===== src/rtl/pwm_decoder.sv =====
// PWM receive decoder: recovers an N-bit duty word from a PWM waveform sampled on step strobes.
// Reports duty on every exact 2^N-sample period and flags malformed periods or a stuck-high line.
module pwm_decoder #(
  parameter int unsigned N = 4
) (
  input  logic         clk,
  input  logic         rst,
  input  logic         ena,
  input  logic         step,
  input  logic         in,
  output logic [N-1:0] duty,
  output logic         valid,
  output logic         err,
  output logic         locked
);

  localparam int unsigned CW = N + 1;
  localparam logic [CW-1:0] PERIOD = {1'b1, {N{1'b0}}};
  localparam logic [CW-1:0] ONE    = CW'(1);

  typedef enum logic [1:0] {
    IDLE = 2'd0,
    HIGH = 2'd1,
    LOW  = 2'd2
  } state_e;

  state_e        state_q, state_d;
  logic          sync1_q, s_q;
  logic          prev_q, prev_d;
  logic [CW-1:0] hcnt_q, hcnt_d;
  logic [CW-1:0] pcnt_q, pcnt_d;
  logic [CW-1:0] scnt_q, scnt_d;
  logic [N-1:0]  duty_q, duty_d;
  logic          valid_q, valid_d;
  logic          err_q, err_d;
  logic          locked_q, locked_d;

  logic          sample, rise, fall, close, tmo;
  logic [CW-1:0] scnt_inc;

  function automatic logic [CW-1:0] sat_inc(input logic [CW-1:0] x);
    return (&x) ? x : x + ONE;
  endfunction

  // Two-flop synchronizer runs every clk, independent of ena
  always_ff @(posedge clk or posedge rst) begin
    if (rst) begin
      sync1_q <= 1'b0;
      s_q     <= 1'b0;
    end else begin
      sync1_q <= in;
      s_q     <= sync1_q;
    end
  end

  assign sample   = step & ena;
  assign rise     = s_q & ~prev_q;
  assign fall     = ~s_q & prev_q;
  assign scnt_inc = (s_q != prev_q) ? ONE : scnt_q + ONE;
  assign close    = sample && (state_q == LOW) && rise;
  // An edge report always wins over a stable-level timeout on the same sample
  assign tmo      = sample && (scnt_inc == PERIOD) && !close;

  always_ff @(posedge clk or posedge rst) begin
    if (rst) state_q <= IDLE;
    else     state_q <= state_d;
  end

  always_comb begin
    state_d = state_q;
    if (sample) begin
      unique case (state_q)
        IDLE:    if (rise) state_d = HIGH;
        HIGH:    if (fall) state_d = LOW;
        LOW:     if (rise) state_d = HIGH;
        default: state_d = IDLE;
      endcase
      if (tmo) state_d = IDLE;
    end
  end

  always_comb begin
    prev_d   = prev_q;
    hcnt_d   = hcnt_q;
    pcnt_d   = pcnt_q;
    scnt_d   = scnt_q;
    duty_d   = duty_q;
    locked_d = locked_q;
    valid_d  = 1'b0;
    err_d    = 1'b0;
    if (sample) begin
      prev_d = s_q;
      scnt_d = (scnt_inc == PERIOD) ? '0 : scnt_inc;
      unique case (state_q)
        IDLE: begin
          if (rise) begin
            hcnt_d = ONE;
            pcnt_d = ONE;
          end
        end
        HIGH: begin
          pcnt_d = sat_inc(pcnt_q);
          if (s_q) hcnt_d = sat_inc(hcnt_q);
        end
        LOW: begin
          if (rise) begin
            if (pcnt_q == PERIOD) begin
              duty_d   = hcnt_q[N-1:0];
              valid_d  = 1'b1;
              locked_d = 1'b1;
            end else begin
              err_d    = 1'b1;
              locked_d = 1'b0;
            end
            hcnt_d = ONE;
            pcnt_d = ONE;
          end else begin
            pcnt_d = sat_inc(pcnt_q);
          end
        end
        default: ;
      endcase
      // A full period at one level: low means duty 0, high is unrepresentable
      if (tmo) begin
        if (s_q) begin
          err_d    = 1'b1;
          locked_d = 1'b0;
        end else begin
          duty_d   = '0;
          valid_d  = 1'b1;
          locked_d = 1'b1;
        end
      end
    end
  end

  always_ff @(posedge clk or posedge rst) begin
    if (rst) begin
      prev_q   <= 1'b0;
      hcnt_q   <= '0;
      pcnt_q   <= '0;
      scnt_q   <= '0;
      duty_q   <= '0;
      valid_q  <= 1'b0;
      err_q    <= 1'b0;
      locked_q <= 1'b0;
    end else begin
      prev_q   <= prev_d;
      hcnt_q   <= hcnt_d;
      pcnt_q   <= pcnt_d;
      scnt_q   <= scnt_d;
      duty_q   <= duty_d;
      valid_q  <= valid_d;
      err_q    <= err_d;
      locked_q <= locked_d;
    end
  end

  assign duty   = duty_q;
  assign valid  = valid_q;
  assign err    = err_q;
  assign locked = locked_q;

endmodule


===== config.mk =====
export PLATFORM = sky130hd
export DESIGN_NAME = pwm_decoder
export DESIGN_NICKNAME = d
export VERILOG_FILES = /design/src/rtl/pwm_decoder.sv
export SDC_FILE = /design/constraint.sdc
export NUM_CORES = 1
export LEC_CHECK = 0
export CAP_MARGIN = 15
export CORE_ASPECT_RATIO = 1.25
export CORE_MARGIN = 5
export CORE_UTILIZATION = 25
export CTS_BUF_LIST = sky130_fd_sc_hd__clkbuf_16
export DETAILED_ROUTE_END_ITERATION = 16
export PLACE_DENSITY = 0.39
export SLEW_MARGIN = 25
export SYNTH_ARGS = -nofsm -noshare
export SYNTH_HDL_FRONTEND = slang
export SYNTH_SLANG_ARGS = --single-unit

===== constraint.sdc =====
create_clock -name clk -period 2.55 [get_ports clk]
set_input_delay 0.6375 -clock clk [delete_from_list [all_inputs] [get_ports clk]]
set_output_delay 0.6375 -clock clk [all_outputs]
set_load 0.005 [all_outputs]

== Word level (Yosys, flattened, before mapping) ==
Index checks and enable logic that the tools add are counted.

* Bits in writable memories: 0
* Input bits: 5
* Memory bits (read-only): 0
* Register bits after elaboration: 27
* Latch bits: 0
* Memories kept: 0
* Output and inout bits: 7
* Word-level logic and storage cells: 81

* Order comparisons: 0
* Bitwise gates (word level): 5
* Reductions and logical operators: 17
* Equality and inequality tests: 11
* Multipliers: 0
* Add/sub/neg operators: 3
* Shift operators: 0
* Muxes and demuxes: 34
* Divide/modulo/power cells: 0

{| class="wikitable"
|+ Operator list
! kind !! number
|-
| 5-bit two-way mux || 7
|-
| 4-bit two-way mux || 5
|-
| 1-bit two-way mux || 16
|-
| 5-bit by 1-bit adder with 5-bit output, second input constant || 3
|-
| 5-bit one-hot mux with 3 select lines || 1
|-
| 5-bit AND reduction || 3
|-
| 5-bit == test, second input constant || 2
|-
| 5-bit one-hot mux with 2 select lines || 1
|-
| 3-bit AND reduction || 3
|-
| 2-bit two-way mux || 3
|-
| 2-bit != test, second input constant || 3
|-
| 2-bit nonzero test || 3
|-
| 1-bit logical AND || 4
|-
| 2-bit one-hot mux with 2 select lines || 1
|-
| 1-bit AND || 3
|-
| 3-bit by 1-bit != test with 1-bit output, second input constant || 1
|-
| 3-bit != test, second input constant || 1
|-
| 3-bit nonzero test || 1
|-
| 2-bit by 1-bit == test with 1-bit output, second input constant || 1
|-
| 2-bit == test, second input constant || 1
|-
| 2-bit logical NOT || 1
|-
| 2-bit by 1-bit != test with 1-bit output, second input constant || 1
|-
| 1-bit inverter || 2
|-
| 2-bit OR reduction || 1
|-
| other kinds (2) || 2
|}

== Logic depth before layout (Yosys ltp) ==
Gate-level depths: netlist (run 1).

* Depth after elaboration: 7
* Mapped depth: 8
* Mapped depth without buffers: 7

== Least setup slack after synthesis (run 1) ==
OpenSTA, ideal clock, no wires.

* Path type: reg-to-reg
* Start point: register hcnt_q[0]
* End point: register hcnt_q[3]
* Clock period less this slack: 1,987 ps
* Slack: 563 ps
* Required time: 2,429 ps
* Arrival time: 1,866 ps
* Setup time: 121 ps
* Cell stages (with the launch flop): 8
* Cell sequence: dfrtp_1 -> ha_1 -> and3_1 -> ha_1 -> nand2b_1 -> a221o_1 -> a21o_1 -> a22o_1

* Cells in the longest elaborated chain, start to end: 4
* Elaborated cells between the ends (all ways): 7

{| class="wikitable"
|+ Ends and longest elaborated chain
! element !! RTL line !! text
|-
| start: declaration || 30 || <nowiki>logic [CW-1:0] hcnt_q, hcnt_d;</nowiki>
|-
| start signal: assignment || 149 || <nowiki>hcnt_q <= hcnt_d;</nowiki>
|-
| 5-bit by 1-bit adder with 5-bit output || 42 || <nowiki>return (&x) ? x : x + ONE;</nowiki>
|-
| 5-bit two-way mux || 42 ||
|-
| 5-bit two-way mux || 103 || <nowiki>if (s_q) hcnt_d = sat_inc(hcnt_q);</nowiki>
|-
| 5-bit one-hot mux with 2 select lines || 94 || <nowiki>unique case (state_q)</nowiki>
|}

Several ways; a longest one is shown, not always the timed one. The select of a mux whose other input is x is not followed.
A chain may end at the register's enable or synchronous reset.

== Worst setup path in the final report (run 1) ==
Same ends and word-level chain as after synthesis.

==> flow_results.org, run 1 <==
** Die
- Die Width :: 80.1 um
- The die is 97.7 um tall.
- The initialized floorplan defines 32 standard-cell rows.
- During I/O placement, the number of pins put on the boundary was 12.
- The initial utilization of the core area, before any placement, comes to 25.2%.
- In this run the standard cell core region covers 6090 sq um.
- The die covers 7820 sq um.

** Yosys
- Main combinational cell family by area after synthesis :: compound AO/OA/AOI/OAI gates
- After Yosys synthesis, and, or, nand and nor cells account for 17.8% of the synthesized area.
- The number of nets handed over by synthesis was 170.
- In the post-synthesis netlist, the biggest area contributors are sky130_fd_sc_hd__dfrtp_1 (44%), sky130_fd_sc_hd__ha_1 (9.0%), sky130_fd_sc_hd__mux2i_1 (4.6%).
- In the synthesized netlist, the number of instances is 154.
- In this run, synthesis produced a sequential element count of 27.
- The share of the Yosys chip area taken by registers is 44.0%.
- YS warnings :: 0
- Share of synthesized area spent on multiplexers :: 4.56%
- The synthesized design spends more area on one cell type than any other, namely sky130_fd_sc_hd__dfrtp_1.
- Top-area cell type share of the netlist area :: 44.0%
- The synthesized netlist devotes 1.71% of its cell area to XOR and XNOR gates.
- The synthesized netlist devotes 18.5% of its cell area to compound gates.
- Adder-Cell Fraction of Synth Area :: 8.96%
- Number of unique standard cell types used by synthesis :: 41
- Syn avg cell area :: 9.98 sq um
- Netlist Area Pre-Place :: 1540 sq um

** Clock network
- The clock reaches the later pin of the worst-skew pair after 0.26 ns.
- After clock tree synthesis, the repair step resized 0 gates.
- The number of clock buffers added by TritonCTS is 3.
- Post-CTS Setup Inserts :: 0
- CTS built an H-tree with a depth of 1.
- Counting along the longest clock path gives a buffer depth of 2.
- Clock input transition at the sequential cells of the worst setup and hold paths :: 0.07 ns
- Clock tree synthesis selected as its root buffer the cell sky130_fd_sc_hd__clkbuf_16.
- For this design, the sink count on the clock tree is 27.
- CTS Hold Buffers Added :: 0
- Clock tree from TritonCTS :: yes

** Global route
- The total overflow left after global routing is 0.
- Initial antenna violation count :: 0
- The first global-routing pass estimated 5.95 mm of wire.
- The via count of the first global-routing pass is 1219.
- For this run, the total global-route usage over all layers was measured as 9.52%.
- Entering global routing, the biggest net connects 28 pins.

** Setup path
- Worst endpoint data arrival time :: 2.33 ns
- Largest fanout of any net on the critical path :: 8
- STA classifies the critical path startpoint as a flip-flop.
- Required @ worst endpoint :: 2.70 ns
- Sort of element at the end of the critical path :: flip-flop
- The worst setup path is of the flip-flop to flip-flop kind.

** Power and ir drop
- Total power for the finished layout comes to 1.49 mW.
- The clock network is responsible for 23.9% of the overall power.
- The internal power of the cells totals 0.935 mW.
- In this run switching power makes up 37.3% of total power.
- Combinational cells account for 35.2% of the total power.
- Sequential cell fraction of total power :: 40.9%
- LEAKAGE :: 0.814 nW
- For this design the total switching power over the nets is 0.556 mW.
- IR drop worst, VDD :: 0.323 mV
- Power spread over the standard cell area amounts to 813 nW/um^2.

** Timing
- Setup violations remaining at the end of the flow were counted as 0.
- Subtracting the final worst setup slack from the clock period gives 2.18 ns.
- Setup Total Neg Slack :: 0 ns
- Tightest Pin Transition :: 0.399 ns
- In this run the tightest slew margin relative to its limit is 73.4%.
- Unrepaired setup endpoints after global routing :: false
- Once routing completed, OpenROAD measured the worst setup slack at 0.367 ns.
- The number of max-slew violations in the final report was 0.
- On the final layout, the worst clock skew is 0.00258 ns.
- The final number of hold-violating endpoints came to 0.
- Timing would allow up to 0.458 GHz.
- Final cycle utilization of the critical path :: 85.6%

** Routing
- In the routed layout, each cell is associated on average with a via count of 4.77.
- Before antenna repair, the detailed router went through 4 iterations.
- The final layout contains routed wiring with a total length of 3.60 mm.
- Number of DRC markers after the initial detailed-route iteration :: 95
- In this run the remaining antenna-violating nets after routing total 0.
- In the routed design, unresolved DRC markers number 0.
- Across all layers, the routed design uses 1211 vias.
- After detailed routing, the average wire length per cell comes to 14.2 um.

** Finish
- Area used by multi-input combinational logic :: 791 sq um
- Relative to the synthesized area, the layout overhead comes to 19.3%.
- Layout cell share with drive strength beyond 1 :: 7.69%
- Fillers :: 657
- N_diodes :: 0
- For this run, the post-layout net count is 186.
- Seq. cell area :: 676 sq um

** Worst hold path
- Worst min path class :: flip-flop to flip-flop

** Placed design
- Placement-stage worst setup slack :: 0.342 ns
- Count of input and output buffers :: 11
- Routability-driven placement finished with a final weighted congestion of 0.807.
- Placed wire-length estimate :: 2.73 mm

** Job
- Max-Cap Viols :: 0

** Run status
- Result of the run :: finished, final reports clean
-- registers in the layout, indices dropped and copies added, names as in the netlist --
signal and cells:
duty 4, err 1, hcnt_q 5, locked 1, pcnt_q 5, prev_q 1
s_q 1, scnt_q 5, state_q 2, sync1_q 1, valid 1
-- cells by family after synthesis --
family	after synthesis
AND/OR/NAND/NOR	48
AO/OA/AOI/OAI	43
flip-flops	27
buffers and inverters	15
adder cells (fa/ha/maj)	11
multiplexers	7
XOR/XNOR	3
-- worst max-delay path, stage by stage, from the launching register on --
cell and delay (ns):
sky130_fd_sc_hd__dfrtp_1 0.43, sky130_fd_sc_hd__ha_1 0.25, sky130_fd_sc_hd__and3_1 0.19, sky130_fd_sc_hd__ha_1 0.17
sky130_fd_sc_hd__nand2b_1 0.16, sky130_fd_sc_hd__a221o_1 0.44, sky130_fd_sc_hd__a21o_1 0.19, sky130_fd_sc_hd__a22o_1 0.23
-- routing by layer --
layer	global-route usage, %	wire length [um]	vias to the layer above
met1	11.9	1580	601
met2	16.7	1880	15
met5	0	0	-
met4	2.34	42	0
met3	1.58	91	4
li1	-	-	591
-- power groups by stage --
stage,Sequential [mW],Clock (mW),Combinational [mW]
3_3_place_gp,0.618,0,0.514
2_1_floorplan,0.586,0,0.390
5_1_grt,0.624,0.384,0.599
4_1_cts,0.611,0.364,0.529
3_5_place_dp,0.619,0,0.523
6_report,0.610,0.356,0.524
-- final timing paths --
kind / startpoint / end / slack [ns] / depth (start not counted)
min in group asynchronous: rst / sync1_q / 0.73 / 3
hold / removal: sync1_q / s_q / 0.35 / 0
setup reg to reg: hcnt_q[0] / hcnt_q[3] / 0.37 / 7
max in group asynchronous: rst / duty[1] / 1.55 / 3
setup / recovery: hcnt_q[0] / hcnt_q[3] / 0.37 / 7
hold reg to reg: sync1_q / s_q / 0.35 / 0
-- cells in the mapped netlist --
master / count
sky130_fd_sc_hd__dfrtp_1: 27
sky130_fd_sc_hd__nand2_1: 13
sky130_fd_sc_hd__a21oi_1: 12
sky130_fd_sc_hd__o21ai_0: 12
sky130_fd_sc_hd__ha_1: 11
sky130_fd_sc_hd__inv_1: 11
sky130_fd_sc_hd__mux2i_1: 7
sky130_fd_sc_hd__nor2_1: 7
sky130_fd_sc_hd__nand3_1: 5
sky130_fd_sc_hd__nand4_1: 4
sky130_fd_sc_hd__a21o_1: 3
sky130_fd_sc_hd__and3_1: 3
sky130_fd_sc_hd__nand2b_1: 3
sky130_fd_sc_hd__nor3_1: 3
sky130_fd_sc_hd__a22o_1: 2
sky130_fd_sc_hd__and4_4: 2
sky130_fd_sc_hd__buf_2: 2
sky130_fd_sc_hd__nand4bb_1: 2
sky130_fd_sc_hd__nor2b_1: 2
sky130_fd_sc_hd__xnor2_1: 2
sky130_fd_sc_hd__a2111oi_0: 1
sky130_fd_sc_hd__a211oi_2: 1
sky130_fd_sc_hd__a21boi_0: 1
sky130_fd_sc_hd__a221o_1: 1
sky130_fd_sc_hd__a32o_1: 1
sky130_fd_sc_hd__a41oi_1: 1
sky130_fd_sc_hd__and2_1: 1
sky130_fd_sc_hd__and3b_1: 1
sky130_fd_sc_hd__buf_4: 1
sky130_fd_sc_hd__buf_6: 1
sky130_fd_sc_hd__nand2_2: 1
sky130_fd_sc_hd__nor3_4: 1
sky130_fd_sc_hd__o2111ai_1: 1
sky130_fd_sc_hd__o211ai_2: 1
sky130_fd_sc_hd__o21ai_1: 1
sky130_fd_sc_hd__o221ai_1: 1
sky130_fd_sc_hd__o22a_1: 1
sky130_fd_sc_hd__o22ai_1: 1
sky130_fd_sc_hd__o2bb2ai_1: 1
sky130_fd_sc_hd__o31ai_1: 1
sky130_fd_sc_hd__xor2_1: 1
-- stage by stage --
stage	instance area (sq um)	utilization, %	hold WS, ns	std cells
final	1830	30.1	0.354	254
after global routing	1830	30.1	0.359	254
after CTS	1830	30.1	0.356	254
after detailed placement	1750	28.8	0.340	250
after global placement	1750	28.8	0.340	250
after floorplan	1540	-	0.331	154
-- layout make-up --
type | instances | share of cell area (%)
Timing Repair Buffer | 15 | 7.65
Sequential cell | 27 | 36.9
Tap cell | 85 | 5.80
Multi-Input combinational cell | 112 | 43.1
Inverter | 11 | 2.25
Clock inverter | 1 | 0.205
Clock buffer | 3 | 4.10
-- cell usage in the layout, fill, tap and decap left out, drive strengths merged, types with 2 or more instances in the layout --
cell type,Yosys,layout
a21o,3,3
a21oi,12,12
a22o,2,2
and3,3,3
and4,2,2
buf,4,4
clkbuf,0,3
clkdlybuf4s50,0,11
dfrtp,27,27
ha,11,11
inv,11,12
mux2i,7,7
nand2,14,14
nand2b,3,3
nand3,5,5
nand4,4,4
nand4bb,2,2
nor2,7,7
nor2b,2,2
nor3,4,4
o21ai,13,13
xnor2,2,2
(Power assumes the default switching activity.)
==> run 2: changes to the inputs <==
Settings changed: CORE_ASPECT_RATIO 1.25 to not set.
==> flow_results.org, run 2 (same netlist as run 1, synthesis figures left out) <==
** Run status
- Result of the run :: finished, final reports clean

** Placed design
- The placer's final routability congestion estimate came to 0.811 (+0.51%).
- The total half-perimeter wirelength after legalization and detailed placement came to 2.50 mm (-8.4%).
- Instance area at placement :: 1730 sq um (-1.1%)
- The number of port buffers is 11 (unchanged).

** Global route
- The number of antenna violations at the first check in global routing was 0 (unchanged).
- The maximum number of pins on one net before global-route repair is 28 (unchanged).
- The global-route wire length before repair was 5.37 mm (-9.8%).
- Combined global-route utilization of all metal layers :: 8.84% (-0.68 points)
- The overall overflow remaining after global route came to 0 (unchanged).
- Number of global-route vias before repair :: 1087 (-11%)

** Finish
- Largest registers :: hcnt_q: 5 flops, pcnt_q: 5 flops, scnt_q: 5 flops
- Most frequent cells in the layout :: sky130_fd_sc_hd__dfrtp_1 (27), sky130_fd_sc_hd__nand2_1 (13), sky130_fd_sc_hd__o21ai_0 (12), sky130_fd_sc_hd__a21oi_1 (12)
- N_diodes :: 0 (unchanged)
- Layout overhead on the synthesized area :: 18.1%
- Final design utilization :: 30.5% (+0.34 points)
- The library cell used most frequently in the layout, excluding fill and tap cells, is sky130_fd_sc_hd__dfrtp_1.
- Layout cell share with drive strength beyond 1 :: 7.74% (+0.046 points)
- The area of all placed cells without fillers came to 1810 sq um (-1.0%).
- The net count reported at finish was 185 (-0.54%).

** Clock network
- The buffer depth of the longest clock path was 2 (unchanged).
- The number of buffers inserted during clock tree synthesis was 3 (unchanged).
- The number of gates given a new drive strength after cts was 0 (unchanged).
- Total number of H-tree levels :: 1 (unchanged)
- Post-CTS Setup Inserts :: 0 (unchanged)
- CTS Hold Buffers Added :: 0 (unchanged)
- The number of sinks driven by the clock tree was 27 (unchanged).
- Clock tree from TritonCTS :: yes
- Clock latency on the worst-skew pair :: 0.26 ns (about the same)
- The clock transition time at the flip-flop clock pins of the worst setup and hold paths is 0.07 ns (about the same).
- CTS Root Buffer Type :: sky130_fd_sc_hd__clkbuf_16

** Die
- The number of top-level pins came to 12 (unchanged).
- Die Width :: 88.4 um (+10%)
- The total die area was 7810 sq um (-0.13%).
- The die span in y is 88.4 um (-9.5%).
- The number of cell rows was 28 (-13%).
- Initial Util :: 25.8% (+0.55 points)
- The core footprint came to 5960 sq um (-2.1%).

** Timing
- Count of endpoints failing hold in the final timing report :: 0 (unchanged)
- The clock period minus final worst setup slack was 2.18 ns (-0.00472 ns).
- Unrepaired setup endpoints after global routing :: false
- The highest attainable clock frequency was 0.459 GHz (+0.22%).
- Total of endpoints with negative setup slack in the final report :: 0 (unchanged)
- The clock tree skew after final layout was 0.00197 ns (-0.000609 ns).
- The post-route clock period utilization was 85.4% (-0.18 points).
- Tightest Pin Transition :: 0.443 ns (+0.0444 ns)
- Headroom to the max-slew limit :: 70.3% (-3.1 points)
- Setup Total Neg Slack :: 0 ns (unchanged)
- Number of max-slew violations in the final report :: 0 (unchanged)

** Routing
- The average wire per cell in the routed design is 13.6 um (-3.9%).
- The number of remaining DRC errors came to 0 (unchanged).
- The first-pass detailed-route iteration total came to 4 (unchanged).
- The number of vias after detailed routing is 1168 (-3.6%).
- DRT Wirelength :: 3.31 mm (-8.0%)
- The remaining antenna violation count was 0 (unchanged).
- The post-detailed-route via-to-cell ratio was 4.81 (+0.82%).
- Number of DRC markers after the initial detailed-route iteration :: 46 (-52%)

** Setup path
- FF-to-FF End :: hcnt_q[3]
- The worst setup path is of the flip-flop to flip-flop kind.
- Largest fanout of any net on the critical path :: 8 (unchanged)
- Critical Path Start Type :: flip-flop
- Critical-path cell with the highest stage delay :: sky130_fd_sc_hd__dfrtp_1
- The arrival time reported for the critical path endpoint was 2.33 ns (about the same).
- Largest incremental delay on the critical path :: 0.45 ns (about the same)
- The worst register-to-register path begins at hcnt_q[0].
- Cell type with the highest occurrence count on the critical path :: sky130_fd_sc_hd__ha_1
- Top Family by Delay on Critical Path :: compound AO/OA/AOI/OAI gates
- The required time at the endpoint of the critical path came to 2.70 ns (about the same).
- Worst setup path start :: hcnt_q[0]
- Sort of element at the end of the critical path :: flip-flop
- Critical path, cell by cell :: ha_1 -> and3_1 -> ha_1 -> nand2b_1 -> a221o_1 -> a21o_1 -> a22o_1
- The setup slack on the worst flop-to-flop path is 0.37 ns (about the same).
- Worst R2R Path Depth :: 7 (unchanged)
- Worst Path Buf+Inv :: 0 (unchanged)

** Power and ir drop
- LEAKAGE :: 0.808 nW (-0.83%)
- The post-layout total power came to 1.48 mW (-0.88%).
- Power per Cell Area :: 814 nW/um^2 (+0.14%)
- The peak supply drop was 0.308 mV (-4.6%).

** Worst hold path
- The worst hold path cell count is 0 (unchanged).
- In this run the most critical hold path is launched from sync1_q.
- The worst hold path belongs to the class flip-flop to flip-flop.
- Worst Hold End :: s_q

** Job
- The max-cap violation count was 0 (unchanged).
## run 2: power by group
part | internal (mW) | switching [mW] | total (mW)
clock | 0.212 | 0.151 | 0.363
combinational | 0.210 | 0.297 | 0.507
sequential | 0.508 | 0.0998 | 0.608
## run 2: worst max-delay path by stage
stage / endpoint / cells past startpoint
5_1_grt: hcnt_q[3] / 7
3_5_place_dp: locked / 5
6_report: hcnt_q[3] / 7
3_3_place_gp: locked / 5
2_1_floorplan: hcnt_q[3] / 7
4_1_cts: hcnt_q[3] / 7
## run 2: through the flow
step	hold WS, ns	std cells	setup WS (ns)
final	0.349	243	0.371
after global routing	0.356	243	0.256
after CTS	0.350	243	0.369
after detailed placement	0.335	239	0.346
after global placement	0.337	239	0.375
after floorplan	0.331	154	0.563
## run 2: cell type report
class                      instances  area (sq um)
fill                             630          4140
sequential                        27           676
inverter                          11          41.3
tap                               75          93.8
multi-input combinational        112           791
clock buffer                       3          75.1
timing repair buffer              14           133
clock inverter                     1          5.00
## run 2: metal layers
layer	global-route usage, %	up-vias	part of all wire [%]
li1	-	585	-
met1	12.1	564	49
met2	13.7	14	47
met3	2.14	5	2.8
met4	2.88	0	1.2
met5	0	-	0
==> run 3: changes to the inputs <==
Settings changed: DONT_BUFFER_PORTS set to 1, PLACE_DENSITY 0.39 to 0.36.
==> flow_results.org, run 3 (same netlist as run 1, synthesis figures left out) <==
** Die
- Vertical die dimension :: 88.4 um (unchanged)
- The total die area was 7810 sq um (unchanged).
- The initial core utilization is 25.8% (unchanged).
- The number of cell rows was 28 (unchanged).
- The width of the die came to 88.4 um (unchanged).
- The number of top-level pins came to 12 (unchanged).
- Placeable core region :: 5960 sq um (unchanged)

** Clock network
- CTS Hold Buffers Added :: 0 (unchanged)
- The number of gates given a new drive strength after cts came to 0 (unchanged).
- The H-tree depth reported by CTS was 1 (unchanged).
- Post-CTS Setup Inserts :: 0 (unchanged)
- CTS Root Buffer Type :: sky130_fd_sc_hd__clkbuf_16
- Inserted Clock Buffers :: 3 (unchanged)
- Clock input transition at the sequential cells of the worst setup and hold paths :: 0.07 ns (about the same)
- TritonCTS built the clock tree.
- The clock insertion delay at the later pin of the skew report was 0.26 ns (about the same).
- The number of sinks driven by the clock tree came to 27 (unchanged).
- The buffer depth of the longest clock path is 2 (unchanged).

** Placed design
- The setup slack after placement came to 0.460 ns (+0.114 ns).
- Placed cells :: 227 (-5.0%)
- The placer's final routability congestion estimate came to 0.810 (about the same).
- The number of port buffers was 0 (-11).
- Placed wire-length estimate :: 2.63 mm (+5.0%)

** Setup path
- Sort of element at the end of the critical path :: flip-flop
- Worst endpoint data arrival time :: 2.26 ns (-0.07 ns)
- The required time at the endpoint of the critical path came to 2.70 ns (about the same).
- The largest fanout of any net on the critical path was 8 (unchanged).
- STA classifies the critical path startpoint as a flip-flop.
- Worst Setup Path Type :: flip-flop to flip-flop

** Routing
- Antenna Nets Post-Route :: 0 (unchanged)
- The number of vias after detailed routing is 1123 (-3.9%).
- Number of DRC markers after the initial detailed-route iteration :: 54 (+17%)
- The average wire per cell in the routed design came to 14.8 um (+8.4%).
- Post-route DRC :: 0 (unchanged)
- The met1 layer wirelength in the final routing is 1.62 mm (-1.1%).
- The met2 wire length is 1.65 mm (+7.3%).
- The first-pass detailed-route iteration total came to 4 (unchanged).
- Highest routing layer actually used :: met4
- The met3 wire length is 113 um (+22%).
- DRT Wirelength :: 3.41 mm (+3.0%)
- The post-detailed-route via-to-cell ratio was 4.86 (+1.1%).

** Timing
- The remaining max-slew budget at the tightest pin was 69.2% (-1.2 points).
- Setup repair after global routing left no endpoint under its margin.
- Total of endpoints with negative setup slack in the final report :: 0 (unchanged)
- Post-route clock skew :: 0.00457 ns (+0.00260 ns)
- The final total negative setup slack is 0 ns (unchanged).
- Achievable Freq :: 0.474 GHz (+3.4%)
- Worst path setup slack after routing :: 0.442 ns (+0.0707 ns)
- The final number of hold-violating endpoints is 0 (unchanged).
- The number of max-slew violations in the final report is 0 (unchanged).
- Final cycle utilization of the critical path :: 82.7% (-2.8 points)
- The clock period minus final worst setup slack came to 2.11 ns (-0.0707 ns).
- The slew of the pin with the lowest slew margin was 0.461 ns (+0.0179 ns).

** Global route
- Initial antenna violation count :: 0 (unchanged)
- Combined global-route utilization of all metal layers :: 9.78% (+0.94 points)
- The via count of the first global-routing pass was 1219 (+12%).
- Largest net degree at the start of global routing :: 28 (unchanged)
- Aggregate global routing overflow :: 0 (unchanged)
- The global-route wire length before repair came to 5.92 mm (+10%).

** Finish
- The share of cells above drive strength 1 is 7.69% (-0.046 points).
- Seq. cell area :: 676 sq um (unchanged)
- The footprint of the multi-input gates is 791 sq um (unchanged).
- Fin cells :: 231 (-4.9%)
- The largest registers in the layout are hcnt_q: 5 flops, pcnt_q: 5 flops, scnt_q: 5 flops.
- Leading cell type in the layout, fill and taps excluded :: sky130_fd_sc_hd__dfrtp_1
- The final-layout fill cell count was 639 (+1.4%).
- Most frequent cells in the layout :: sky130_fd_sc_hd__dfrtp_1 (27), sky130_fd_sc_hd__nand2_1 (13), sky130_fd_sc_hd__o21ai_0 (12), sky130_fd_sc_hd__a21oi_1 (12)
- The count of inserted antenna diode cells came to 0 (unchanged).
- Final layout net count :: 173 (-6.5%)
- The area growth from synthesis to layout is 10.6%.

** Run status
- Result of the run :: finished, final reports clean

** Power and ir drop
- The sequential power share was 41.6% (+0.5 points).
- The share of power burned in the clock network came to 25.1% (+0.6 points).
- The switching share of power is 37.2% (+0.12 points).
- Power per Cell Area :: 861 nW/um^2 (+5.7%)
- The power dissipated by switching net loads is 0.544 mW (-0.74%).
- Cell Int Power :: 0.918 mW (-1.2%)
- The share of power burned in combinational logic was 33.3% (-1.0 points).
- The cell leakage power is 0.760 nW (-5.9%).
- The peak supply drop came to 0.280 mV (-8.9%).

** Job
- Max-Cap Viols :: 0 (unchanged)

** Worst hold path
- In this run the worst hold path is classified as input pin to asynchronous set/reset pin.
[run 3: power groups by stage]
stage	Sequential, mW	Combinational [mW]	Clock [mW]
floorplan	0.586	0.390	0
global placement	0.616	0.487	0
detailed placement	0.619	0.487	0
CTS	0.610	0.491	0.382
global route	0.623	0.561	0.398
finish	0.608	0.487	0.367
[run 3: layout make-up]
type | instances | area share, %
inverter | 11 | 2.43
sequential | 27 | 39.8
clock inverter | 1 | 0.442
timing repair buffer | 2 | 0.884
clock buffer | 3 | 4.42
multi-input combinational | 112 | 46.5
tap | 75 | 5.52
[run 3: worst max-delay path, stage by stage (launching register included)]
cell and delay, ns:
sky130_fd_sc_hd__dfrtp_1 0.42, sky130_fd_sc_hd__ha_1 0.24, sky130_fd_sc_hd__and3_1 0.19, sky130_fd_sc_hd__ha_1 0.17
sky130_fd_sc_hd__nand2b_1 0.16, sky130_fd_sc_hd__a221o_1 0.42, sky130_fd_sc_hd__a21o_1 0.18, sky130_fd_sc_hd__a22o_1 0.22
[run 3: path summary, 6_finish.rpt]
path	start	endpoint	slack, ns	cells after the start
worst min register to register	sync1_q	s_q	0.37	0
min in group clk	sync1_q	s_q	0.37	0
worst min-delay path	rst	scnt_q[0]	0.32	2
max in group asynchronous	rst	pcnt_q[4]	1.96	2
worst max register to register	hcnt_q[0]	hcnt_q[3]	0.44	7
worst max-delay path	hcnt_q[0]	hcnt_q[3]	0.44	7
[run 3: routing by layer]
| metal | vias to the layer above | track usage, % |
|---|---|---|
| li1 | 565 | - |
| met1 | 549 | 12.3 |
| met2 | 7 | 16.4 |
| met3 | 2 | 2.33 |
| met4 | 0 | 3.43 |
| met5 | - | 0 |
[run 3: metrics by stage]
stage	hold WS, ns	utilization, %	total power [mW]	instance area (sq um)
2_1_floorplan	0.331	-	0.976	1540
3_3_place_gp	0.358	27.1	1.10	1620
3_5_place_dp	0.356	27.1	1.11	1620
4_1_cts	0.339	28.5	1.48	1700
5_1_grt	0.358	28.5	1.58	1700
6_report	0.322	28.5	1.46	1700
